### src/rtl/lfsr_gen.sv
// Parametrised LFSR with Fibonacci/Galois feedback, seed loading with zero-lock
// protection, step counter and period-wrap / lock-up pulses.
module lfsr_gen #(
  parameter int               WIDTH      = 5,
  parameter bit               MODE       = 1'b0,
  parameter logic [WIDTH-1:0] TAPS       = WIDTH'(5'b10100),
  parameter logic [WIDTH-1:0] RESET_SEED = WIDTH'(1)
) (
  input  logic             clk,
  input  logic             reset,
  input  logic             en,
  input  logic             load,
  input  logic [WIDTH-1:0] seed,
  output logic [WIDTH-1:0] q,
  output logic [WIDTH-1:0] count,
  output logic             wrap,
  output logic             lockup
);

  localparam logic [WIDTH-1:0] ONE = WIDTH'(1);

  // value the current period started from; a step landing here closes the period
  logic [WIDTH-1:0] start;
  logic [WIDTH-1:0] nxt;

  generate
    if (MODE == 1'b0) begin : g_fib
      assign nxt = {q[WIDTH-2:0], ^(q & TAPS)};
    end else begin : g_gal
      assign nxt = {q[WIDTH-2:0], 1'b0} ^ (q[WIDTH-1] ? TAPS : '0);
    end
  endgenerate

  always_ff @(posedge clk) begin
    if (reset) begin
      q      <= RESET_SEED;
      start  <= RESET_SEED;
      count  <= '0;
      wrap   <= 1'b0;
      lockup <= 1'b0;
    end else if (load) begin
      count <= '0;
      wrap  <= 1'b0;
      if (seed == '0) begin
        q      <= ONE;
        start  <= ONE;
        lockup <= 1'b1;
      end else begin
        q      <= seed;
        start  <= seed;
        lockup <= 1'b0;
      end
    end else if (en) begin
      // a zero next state only arises from degenerate taps; restart the period
      if (nxt == '0) begin
        q      <= start;
        count  <= '0;
        wrap   <= 1'b0;
        lockup <= 1'b1;
      end else if (nxt == start) begin
        q      <= nxt;
        count  <= '0;
        wrap   <= 1'b1;
        lockup <= 1'b0;
      end else begin
        q      <= nxt;
        count  <= count + ONE;
        wrap   <= 1'b0;
        lockup <= 1'b0;
      end
    end else begin
      wrap   <= 1'b0;
      lockup <= 1'b0;
    end
  end

endmodule

### config.mk
export PLATFORM = sky130hd
export DESIGN_NAME = lfsr_gen
export DESIGN_NICKNAME = d
export VERILOG_FILES = /design/src/rtl/lfsr_gen.sv
export SDC_FILE = /design/constraint.sdc
export NUM_CORES = 1
export LEC_CHECK = 0
export BUFFER_PORTS_ARGS = -buffer_cell sky130_fd_sc_hd__buf_4
export CAP_MARGIN = 10
export CORE_MARGIN = 4
export CORE_UTILIZATION = 54
export DETAILED_ROUTE_END_ITERATION = 10
export PLACE_DENSITY = 0.88
export SLEW_MARGIN = 20
export SYNTH_ARGS = -nofsm -noshare
export SYNTH_HDL_FRONTEND = slang
export SYNTH_SLANG_ARGS = --single-unit
export TNS_END_PERCENT = 100
### constraint.sdc
create_clock -name clk -period 4.8 [get_ports clk]
set_clock_uncertainty 0.1 [all_clocks]
set_input_delay 0.24 -clock clk [delete_from_list [all_inputs] [get_ports clk]]
set_output_delay 0.24 -clock clk [all_outputs]
set_load 0.02 [all_outputs]
==> results.py <==
metrics = {
    "status": {
        "status": "finished clean",
    },
    "floorplan": {
        "die-area_um2": 2210,
        "start_util": 0.603,
        "placementRows": 13,
        "die_w_um": 47.0,
        "die_h_um": 47.0,
        "coreArea_um2": 1370,
        "ioPinCount": 21,
    },
    "drt": {
        "drc": 0,
        "via_count": 759,
        "via_per_inst": 5.71,
        "drt-pass1-iter-count": 4,
        "detail-route-antenna-nets": 0,
        "drtIter0Drc": 23,
        "wire_per_inst_um": 14.3,
        "totalWireLength_um": 1900,
    },
    "global_route": {
        "antenna_found_initial": 0,
        "grt_use_met3": 0.0383,
        "use_met2": 0.377,
        "grtUsageMet1": 0.223,
        "gr-max-usage-layer": "met2",
        "grt_pass1_wl_um": 3150,
        "grt_max_degree": 19,
        "grt_usage": 0.201,
        "grt_pass1_vias": 732,
        "grt_overflow": 0,
    },
    "yosys": {
        "synth_fp_nets": 109,
        "yosys_warnings": 0,
        "ys_seq_area_frac": 0.413,
        "syn-cell-area_um2": 823,
        "synth_cell_types": 25,
        "syn_avg_cell_area_um2": 8.32,
        "synthCells": 99,
        "ys_ff_latch": 17,
    },
    "worst_hold_path": {
        "hold_path_class": "primary input to flop",
    },
    "final_layout": {
        "num-fill-cells": 112,
        "final_core_util": 0.733,
        "layout-drive-gt1-share": 0.229,
        "diodes": 0,
        "nNetsFinal": 129,
        "area_growth_pct": 21.6,
    },
    "place": {
        "dp_hpwl_um": 1440,
        "port_buffers": 20,
        "gp_congestion": 0.779,
    },
    "clock_tree": {
        "post-cts-setup-buffers": 0,
        "cts_sinks": 17,
        "cts_resized": 0,
        "clk_latency_ns": 0.29,
        "numCtsBuffers": 3,
        "clkTransAtPathRegs_ns": 0.11,
        "clock_path_buffers": 2,
        "root_buffer": "clkbuf_4",
        "cts_tree": "done",
        "ctsHoldBuffers": 0,
        "h-tree-depth": 1,
    },
    "sta": {
        "fin_crit_ns": 1.83,
        "finalSetupViolCount": 0,
        "drv_slew": 0,
        "fin_tns_setup_ns": 0,
        "fin_crit_sh": 0.382,
        "max_freq_mhz": 545,
        "tightest_slew_ns": 0.417,
        "grt_setup_unrepaired": "false",
        "hold_viol": 0,
        "max_slew_margin": 0.720,
    },
    "critical_path": {
        "crit_arrival_ns": 1.91,
        "crit_required_ns": 4.87,
        "startpoint_type": "flop",
        "cp_max_fo": 8,
        "crit_type": "flop to flop",
        "critPathCaptureType": "flop",
    },
    "power": {
        "max-vdd-ir-drop_v": 0.000158,
        "power_density_nw_per_um2": 279,
        "p_leak_nw": 0.428,
    },
    "flow_run": {
        "cap_violations": 0,
    },
}
through the flow:
step | hold slack [ns] | instance area (um2) | setup slack [ns] | std cells | total power [mW]
2_1_floorplan | 0.216 | 823 | 3.08 | 99 | 0.189
3_3_place_gp | 0.384 | 973 | 3.10 | 129 | 0.205
3_5_place_dp | 0.390 | 973 | 2.98 | 129 | 0.207
4_1_cts | 0.0901 | 1000 | 2.95 | 133 | 0.282
5_1_grt | 0.0969 | 1000 | 2.83 | 133 | 0.295
6_report | 0.104 | 1000 | 2.97 | 133 | 0.279
critical path: stages (launching register included):
cell and delay (ns):
dfxtp_1 0.37, or4_4 0.53, nor2_1 0.28, a21oi_2 0.14
a31oi_1 0.22, a21oi_1 0.09
layout by cell type (no fill, tap or decap), drive strengths merged, types with 2 or more instances in the layout:
master,n
mux2i,4
nand3b,2
o21ai,4
clkbuf,3
nor3,3
a31oi,4
buf,20
dfxtp,17
nand3,5
nand2,4
nand2b,7
xor2,5
nor2,11
nor4,3
a21oi,12
nor2b,2
inv,2
a211oi,2
Yosys cell counts:
master | count | area share
a211oi_1 | 2 | 0.018
ha_1 | 1 | 0.015
nand2b_1 | 7 | 0.053
o31ai_1 | 1 | 0.0091
nand3b_1 | 2 | 0.018
nor4_1 | 3 | 0.023
nand3_1 | 5 | 0.030
nor2b_1 | 2 | 0.015
a21oi_1 | 11 | 0.067
nor3_1 | 3 | 0.018
nor2_1 | 11 | 0.050
a21oi_2 | 1 | 0.011
mux2i_1 | 4 | 0.049
nor3b_1 | 1 | 0.0091
nand2_1 | 4 | 0.018
a31oi_1 | 4 | 0.030
nand4b_1 | 1 | 0.011
inv_1 | 2 | 0.0091
clkbuf_1 | 5 | 0.023
or2_2 | 1 | 0.0076
dfxtp_1 | 17 | 0.41
o21ai_0 | 4 | 0.024
xor2_1 | 5 | 0.053
xnor2_1 | 1 | 0.011
or4_4 | 1 | 0.014
flip-flops by register name, summed over array words and instances (netlist names):
name,cells
q,5
wrap,1
count,5
start,5
lockup,1
area by class of cell:
type | instances | area (um2) | share of cell area
clock buffer | 3 | 22.5 | 0.0225
clock inverter | 1 | 5.00 | 0.00500
inverter | 2 | 7.51 | 0.00750
multi-input combinational | 75 | 457 | 0.456
sequential | 17 | 340 | 0.340
tap | 15 | 18.8 | 0.0188
timing repair buffer | 20 | 150 | 0.150
worst paths after layout:
check | startpoint | endpoint | slack [ns] | depth (start not counted)
max | q[0] | count[4] | 2.97 | 5
min | reset | start[1] | 0.10 | 2
max reg2reg | q[0] | count[4] | 2.97 | 5
min reg2reg | start[1] | start[1] | 0.42 | 2
routing by layer:
layer  vias to the layer above  share of wire
met5                         -              0
li1                        388              -
met2                        21           0.51
met1                       348           0.43
met4                         0         0.0074
met3                         2          0.047
cells by family after synthesis:
family	count (synthesis)	synth area share
and+or+nand+nor	41	0.267
AOI/OAI and AO/OA	23	0.160
DFF	17	0.413
buffers and inverters	7	0.0319
xor gates and xnor gates	6	0.0638
muxes	4	0.0486
adders and majority gates	1	0.0152
where the power goes:
part	internal, mW	total [mW]	switching, mW
Combinational	0.0217	0.0487	0.0270
Sequential	0.147	0.155	0.00798
Clock	0.0309	0.0755	0.0446
Total	0.200	0.279	0.0796
(Power assumes the default switching activity.)
